===== src/rtl/dmem_arbiter.sv =====
// Arbiter for the single-port data RAM: stage 3 load/store versus the debug/loader port.
// Optional Stall_count/Stats_clr statistics are enabled with `define DMEM_ARB_STATS_EN.
module dmem_arbiter #(
  parameter int ADDR_W   = 8,
  parameter int DATA_W   = 8,
  parameter int MAX_WAIT = 4,
  parameter int LOCK_MAX = 16
) (
  input  logic              Clk,
  input  logic              Rst,
  input  logic              Pipe_req,
  input  logic              Pipe_we,
  input  logic [ADDR_W-1:0] Pipe_addr,
  input  logic [DATA_W-1:0] Pipe_wdata,
  output logic              Pipe_stall,
  output logic [DATA_W-1:0] Pipe_rdata,
  input  logic              Dbg_req,
  input  logic              Dbg_we,
  input  logic              Dbg_lock,
  input  logic [ADDR_W-1:0] Dbg_addr,
  input  logic [DATA_W-1:0] Dbg_wdata,
  output logic              Dbg_gnt,
  output logic [DATA_W-1:0] Dbg_rdata,
  output logic              Dbg_rvalid,
  output logic              Mem_we,
  output logic [ADDR_W-1:0] Mem_addr,
  output logic [DATA_W-1:0] Mem_din,
  input  logic [DATA_W-1:0] Mem_dout
`ifdef DMEM_ARB_STATS_EN
  ,
  input  logic              Stats_clr,
  output logic [15:0]       Stall_count
`endif
);

  localparam int WC_W = $clog2(MAX_WAIT + 1);
  localparam int LC_W = $clog2(LOCK_MAX + 1);

  // DBG names the single-access grant cycle; the register itself stays in PIPE.
  typedef enum logic [1:0] {PIPE, DBG, LOCK, REL} state_t;

  state_t            state_q, state_d;
  logic [WC_W-1:0]   wait_q, wait_d;
  logic [LC_W-1:0]   lock_q, lock_d;
  logic              rd_dbg_q, rd_dbg_d;
  logic              dbg_gnt, pipe_own, wait_full;

  assign wait_full = (wait_q == WC_W'(MAX_WAIT));

  always_comb begin
    dbg_gnt  = 1'b0;
    pipe_own = 1'b1;
    if (!Rst) begin
      unique case (state_q)
        LOCK: begin
          dbg_gnt  = Dbg_req;
          pipe_own = 1'b0;
        end
        REL: begin
          dbg_gnt  = 1'b0;
          pipe_own = 1'b1;
        end
        default: begin
          dbg_gnt  = Dbg_req & (~Pipe_req | wait_full);
          pipe_own = ~dbg_gnt;
        end
      endcase
    end
  end

  assign Dbg_gnt    = dbg_gnt;
  assign Pipe_stall = Pipe_req & ~pipe_own & ~Rst;

  always_comb begin
    if (dbg_gnt) begin
      Mem_we   = Dbg_we & Dbg_req;
      Mem_addr = Dbg_addr;
      Mem_din  = Dbg_wdata;
    end else begin
      Mem_we   = Pipe_we & Pipe_req & pipe_own & ~Rst;
      Mem_addr = Pipe_addr;
      Mem_din  = Pipe_wdata;
    end
  end

  always_comb begin
    state_d = state_q;
    lock_d  = '0;
    unique case (state_q)
      LOCK: begin
        if (!Dbg_lock) begin
          state_d = PIPE;
        end else if (lock_q == LC_W'(LOCK_MAX - 1)) begin
          state_d = REL;
        end else begin
          lock_d = lock_q + LC_W'(1);
        end
      end
      REL: state_d = Dbg_lock ? LOCK : PIPE;
      default: begin
        // The grant cycle in PIPE is the first debug-owned cycle of a burst.
        if (dbg_gnt && Dbg_lock) begin
          state_d = LOCK;
          lock_d  = LC_W'(1);
        end else begin
          state_d = PIPE;
        end
      end
    endcase

    if (!Dbg_req || dbg_gnt)  wait_d = '0;
    else if (!wait_full)      wait_d = wait_q + WC_W'(1);
    else                      wait_d = wait_q;

    rd_dbg_d = dbg_gnt & ~Dbg_we;
  end

  always_ff @(posedge Clk) begin
    if (Rst) begin
      state_q  <= PIPE;
      wait_q   <= '0;
      lock_q   <= '0;
      rd_dbg_q <= 1'b0;
    end else begin
      state_q  <= state_d;
      wait_q   <= wait_d;
      lock_q   <= lock_d;
      rd_dbg_q <= rd_dbg_d;
    end
  end

  assign Dbg_rvalid = rd_dbg_q;
  assign Dbg_rdata  = rd_dbg_q ? Mem_dout : '0;
  assign Pipe_rdata = Mem_dout;

`ifdef DMEM_ARB_STATS_EN
  logic [15:0] stall_cnt_q;

  always_ff @(posedge Clk) begin
    if (Rst || Stats_clr)                       stall_cnt_q <= '0;
    else if (Pipe_stall && stall_cnt_q != '1)   stall_cnt_q <= stall_cnt_q + 16'd1;
  end

  assign Stall_count = stall_cnt_q;
`endif

endmodule


===== config.mk =====
export PLATFORM = sky130hd
export DESIGN_NAME = dmem_arbiter
export DESIGN_NICKNAME = d
export VERILOG_FILES = /design/src/rtl/dmem_arbiter.sv
export SDC_FILE = /design/constraint.sdc
export NUM_CORES = 1
export LEC_CHECK = 0
export ABC_CLOCK_PERIOD_IN_PS = 3150
export BUFFER_PORTS_ARGS = -buffer_cell sky130_fd_sc_hd__buf_2
export CAP_MARGIN = 15
export CORE_MARGIN = 5
export CORE_UTILIZATION = 39
export CTS_BUF_LIST = sky130_fd_sc_hd__clkbuf_8 sky130_fd_sc_hd__clkbuf_16
export DETAILED_ROUTE_END_ITERATION = 7
export PLACE_DENSITY = 0.84
export SLEW_MARGIN = 40
export SYNTH_ARGS = -nofsm -noshare
export SYNTH_HDL_FRONTEND = slang
export SYNTH_SLANG_ARGS = --single-unit

===== constraint.sdc =====
create_clock -name Clk -period 3.15 [get_ports Clk]
set_input_delay 0.4725 -clock Clk [delete_from_list [all_inputs] [get_ports Clk]]
set_output_delay 0.4725 -clock Clk [all_outputs]
set_load 0.05 [all_outputs]

==> impl_table.tex <==
\begin{tabular}{lr}
\hline
Metric & Value \\
\hline
\multicolumn{2}{l}{\textbf{Clock tree}} \\
TritonCTS clock tree & done \\
Post-CTS Resized & 0 \\
H-Tree Depth & 1 \\
\# Post-CTS Setup Buffers & 0 \\
Total CTS buffers & 3 \\
Clock Pin Slew Worst Setup and Hold Paths & about 0.050 ns \\
Number of buffers on the longest clock path & 2 \\
CTS Root Buffer Type & sky130\_fd\_sc\_hd\_\_clkbuf\_8 \\
Clk sink count & 11 \\
Worst skew pair latency & 0.24 ns \\
Hold-fix buffers, CTS & 0 \\
\multicolumn{2}{l}{\textbf{STA}} \\
Rel. slew slack & between 50\% and 60\% \\
Worst Skew & around 0.0041 ns \\
Total negative slack for setup checks & 0 ns \\
Unrepaired setup endpoints after global routing & no \\
Min Clock Period, post-route & between 2 and 3 ns \\
Transition time at the pin with the least slew margin & between 0.6 and 0.7 ns \\
Setup-violating endpoint count in the final report & 0 \\
Maximum achievable frequency & 354.9 MHz \\
Crit share post-route & between 80\% and 90\% \\
Final-report hold violation count & 0 \\
Worst setup margin & approximately 0.33 ns \\
Final Max Slew Viols & 0 \\
\multicolumn{2}{l}{\textbf{Run}} \\
Count of maximum capacitance violations & 0 \\
\multicolumn{2}{l}{\textbf{GRT}} \\
Via count of the first global-routing pass & $\sim$960 \\
Global-route wire length before repair & about 4200 um \\
Antenna violations before repair & 0 \\
Total routing resource utilization after global routing & about 16\% \\
Total gr overflow & 0 \\
Maximum number of pins on one net before global-route repair & 19 \\
\multicolumn{2}{l}{\textbf{Yosys}} \\
Synth top area cells & sky130\_fd\_sc\_hd\_\_dfxtp\_1 25\%, sky130\_fd\_sc\_hd\_\_mux2\_4 13\%, sky130\_fd\_sc\_hd\_\_mux2\_2 10\%, sky130\_fd\_sc\_hd\_\_buf\_4 6.7\%, sky130\_fd\_sc\_hd\_\_and2\_1 6.3\% \\
Mapped Area & approximately 900 um2 \\
Register bit count reported by yosys & 11 \\
Sequential area share after synthesis & about a quarter \\
Number of nets produced by synthesis & 142 \\
Count of warnings emitted by yosys & 0 \\
Cell count after synthesis & 92 \\
Post-synthesis cell type with the largest combined area & sky130\_fd\_sc\_hd\_\_dfxtp\_1 \\
Avg Inst Size Synth & about 9.8 um2 \\
Count of different cell masters after synthesis & 33 \\
Yosys top cell area share & 24.51\% \\
\multicolumn{2}{l}{\textbf{Route}} \\
Total vias in the final route & slightly above 900 \\
Drt pass-1 iters & 4 \\
Detail-routed net length per standard cell & approximately 14 um \\
DRC violation count after routing & 0 \\
Via density & 4.760 \\
Remaining antenna violation count after routing & 0 \\
First-iteration detailed-routing DRC count & 19 \\
DRT Wirelength & 2800 um \\
\multicolumn{2}{l}{\textbf{Die}} \\
Die H & between 50 and 60 um \\
Chip width & $\sim$58 um \\
Initial Util & between 40\% and 50\% \\
Number of standard-cell rows in the floorplan & 17 \\
Count of boundary I/O pins & between 80 and 90 \\
Area of the die & roughly 0.0034 mm2 \\
Core Box Area & about 0.0022 mm2 \\
\multicolumn{2}{l}{\textbf{Pwr}} \\
Leakage & 0.0007101 uW \\
Internal cell power & about 300 uW \\
Power density cells & 366.4 mW/mm2 \\
Clk network pwr share & between 20 and 30\% \\
PnR Total Power & approximately 480 uW \\
IR drop worst, VDD & 0.0003098 V \\
Sw frac & between 30\% and 40\% \\
Net switching power & 185.6 uW \\
Relative contribution of sequential cells to total power & a little under a third \\
Share of total power in combinational logic & 40.4\% \\
\multicolumn{2}{l}{\textbf{Setup path}} \\
Launching element type of the critical path & flip-flop \\
Critical path fanouts, max & 18 \\
Start-to-end type of the worst setup path & flip-flop to output pin \\
Worst Path Required & 2.68 ns \\
Crit end category & output pin \\
Arr. time, crit path & 2.35 ns \\
\multicolumn{2}{l}{\textbf{Place}} \\
Input/output buffers & 82 \\
GPL Wtd Cong & about 0.78 \\
Post-Place Worst Slack & just under 0.6 ns \\
HPWL after detailed placement & approximately 2500 um \\
\multicolumn{2}{l}{\textbf{Layout}} \\
Ratio of cells with drive above 1 in the final layout & between 60\% and 70\% \\
Inserted Diodes & 0 \\
Most common cell after layout, fill and taps aside & sky130\_fd\_sc\_hd\_\_buf\_2 \\
Layout area overhead & 45.13\% \\
Final core area utilization & $\sim$60\% \\
Final Net Count & about 220 \\
Leading cell types in the layout, fill and taps excluded & 82 x sky130\_fd\_sc\_hd\_\_buf\_2, 11 x sky130\_fd\_sc\_hd\_\_dfxtp\_1, 9 x sky130\_fd\_sc\_hd\_\_and2\_1 \\
\multicolumn{2}{l}{\textbf{Status}} \\
Status & finished, final reports clean \\
\multicolumn{2}{l}{\textbf{Hold path}} \\
Worst min-delay path category & input port to flip-flop \\
\hline
\end{tabular}
-- metal layers --
layer | routed length, um | GRT usage (%) | vias to the layer above
met3 | 220 | 5.791 | 5
met2 | 1635 | 32.58 | 33
met4 | 34 | 6.623 | 0
li1 | - | - | 466
met5 | 0 | 0 | -
met1 | 910 | 14.38 | 429
-- state kept, by name, indices dropped and copies added, names as in the netlist --
register / flops
wait_q: 3
lock_q: 5
state_q: 2
Dbg_rvalid: 1
-- critical path, stage by stage, from the launching register on --
cell,delay (ns)
sky130_fd_sc_hd__dfxtp_1,0.36
sky130_fd_sc_hd__inv_1,0.07
sky130_fd_sc_hd__ha_1,0.23
sky130_fd_sc_hd__a21bo_4,0.25
sky130_fd_sc_hd__o211ai_4,0.56
sky130_fd_sc_hd__mux2_2,0.42
sky130_fd_sc_hd__buf_2,0.21
-- cell type report --
cell class,count,area [um2]
multi-input cells,67,578.1
clock buffers,3,41.29
fillers,212,908.4
flip-flops and latches,11,220.2
well taps,28,35.03
clock inverters,1,3.754
inverters,4,15.01
repair buffers,82,410.4
-- power groups by stage --
stage | logic [uW] | clock network, uW | registers, uW
4_1_cts | 194 | 146 | 144
2_1_floorplan | 145 | 0 | 147
3_3_place_gp | 190 | 0 | 147
5_1_grt | 202 | 153 | 145
3_5_place_dp | 194 | 0 | 147
6_report | 193 | 140 | 144
-- kinds of logic (layout without fill, tap and decap cells) --
logic type | count (synthesis) | count (layout) | share of synthesized area, %
buffers and inverters | 14 | 90 | 11.14
flip-flops | 11 | 11 | 24.51
adder cells (fa/ha/maj) | 3 | 3 | 4.179
multiplexers | 17 | 17 | 24.51
XOR/XNOR | 3 | 3 | 2.925
AND/OR/NAND/NOR | 33 | 33 | 22.01
AO/OA/AOI/OAI | 11 | 11 | 10.73
-- final timing paths --
check / start / endpoint / slack [ns] / cells past startpoint
setup / recovery: wait_q[0] / Mem_addr[7] / 0.33 / 6
hold / removal: Dbg_we / Dbg_rvalid / 0.43 / 2
setup reg to reg: wait_q[0] / Dbg_rvalid / 1.47 / 5
hold reg to reg: lock_q[4] / state_q[0] / 0.43 / 1
-- stage by stage --
stage / instance area, um2 / instances / hold WS, ns
6_report: 1304 / 196 / 0.4297
4_1_cts: 1304 / 196 / 0.4217
2_1_floorplan: 898.4 / 92 / 0.4072
3_5_place_dp: 1259 / 192 / 0.4263
3_3_place_gp: 1259 / 192 / 0.4257
5_1_grt: 1304 / 196 / 0.4364
-- cells in the mapped netlist --
master                     count
sky130_fd_sc_hd__xnor2_1       2
sky130_fd_sc_hd__a21bo_4       1
sky130_fd_sc_hd__buf_12        1
sky130_fd_sc_hd__inv_1         4
sky130_fd_sc_hd__mux2_4        8
sky130_fd_sc_hd__mux2i_1       1
sky130_fd_sc_hd__buf_2         1
sky130_fd_sc_hd__nand3_1       2
sky130_fd_sc_hd__nor2_1        4
sky130_fd_sc_hd__a31oi_1       1
sky130_fd_sc_hd__mux2_2        8
sky130_fd_sc_hd__nand2b_1      3
sky130_fd_sc_hd__a21oi_1       2
sky130_fd_sc_hd__nand4b_1      1
sky130_fd_sc_hd__o211ai_4      1
sky130_fd_sc_hd__a211o_2       1
sky130_fd_sc_hd__a32oi_1       1
sky130_fd_sc_hd__nor3_1        4
sky130_fd_sc_hd__o21ai_0       2
sky130_fd_sc_hd__o21a_1        1
sky130_fd_sc_hd__and3_1        1
sky130_fd_sc_hd__xor2_1        1
sky130_fd_sc_hd__or2_2         1
sky130_fd_sc_hd__o22ai_1       1
sky130_fd_sc_hd__and2_1        9
sky130_fd_sc_hd__nor4bb_1      1
sky130_fd_sc_hd__buf_4         8
sky130_fd_sc_hd__or2b_1        1
sky130_fd_sc_hd__nand3b_1      3
sky130_fd_sc_hd__and2b_2       1
sky130_fd_sc_hd__dfxtp_1      11
sky130_fd_sc_hd__ha_1          3
sky130_fd_sc_hd__nand2_1       2
No activity file was read; power rests on OpenSTA's default activity.
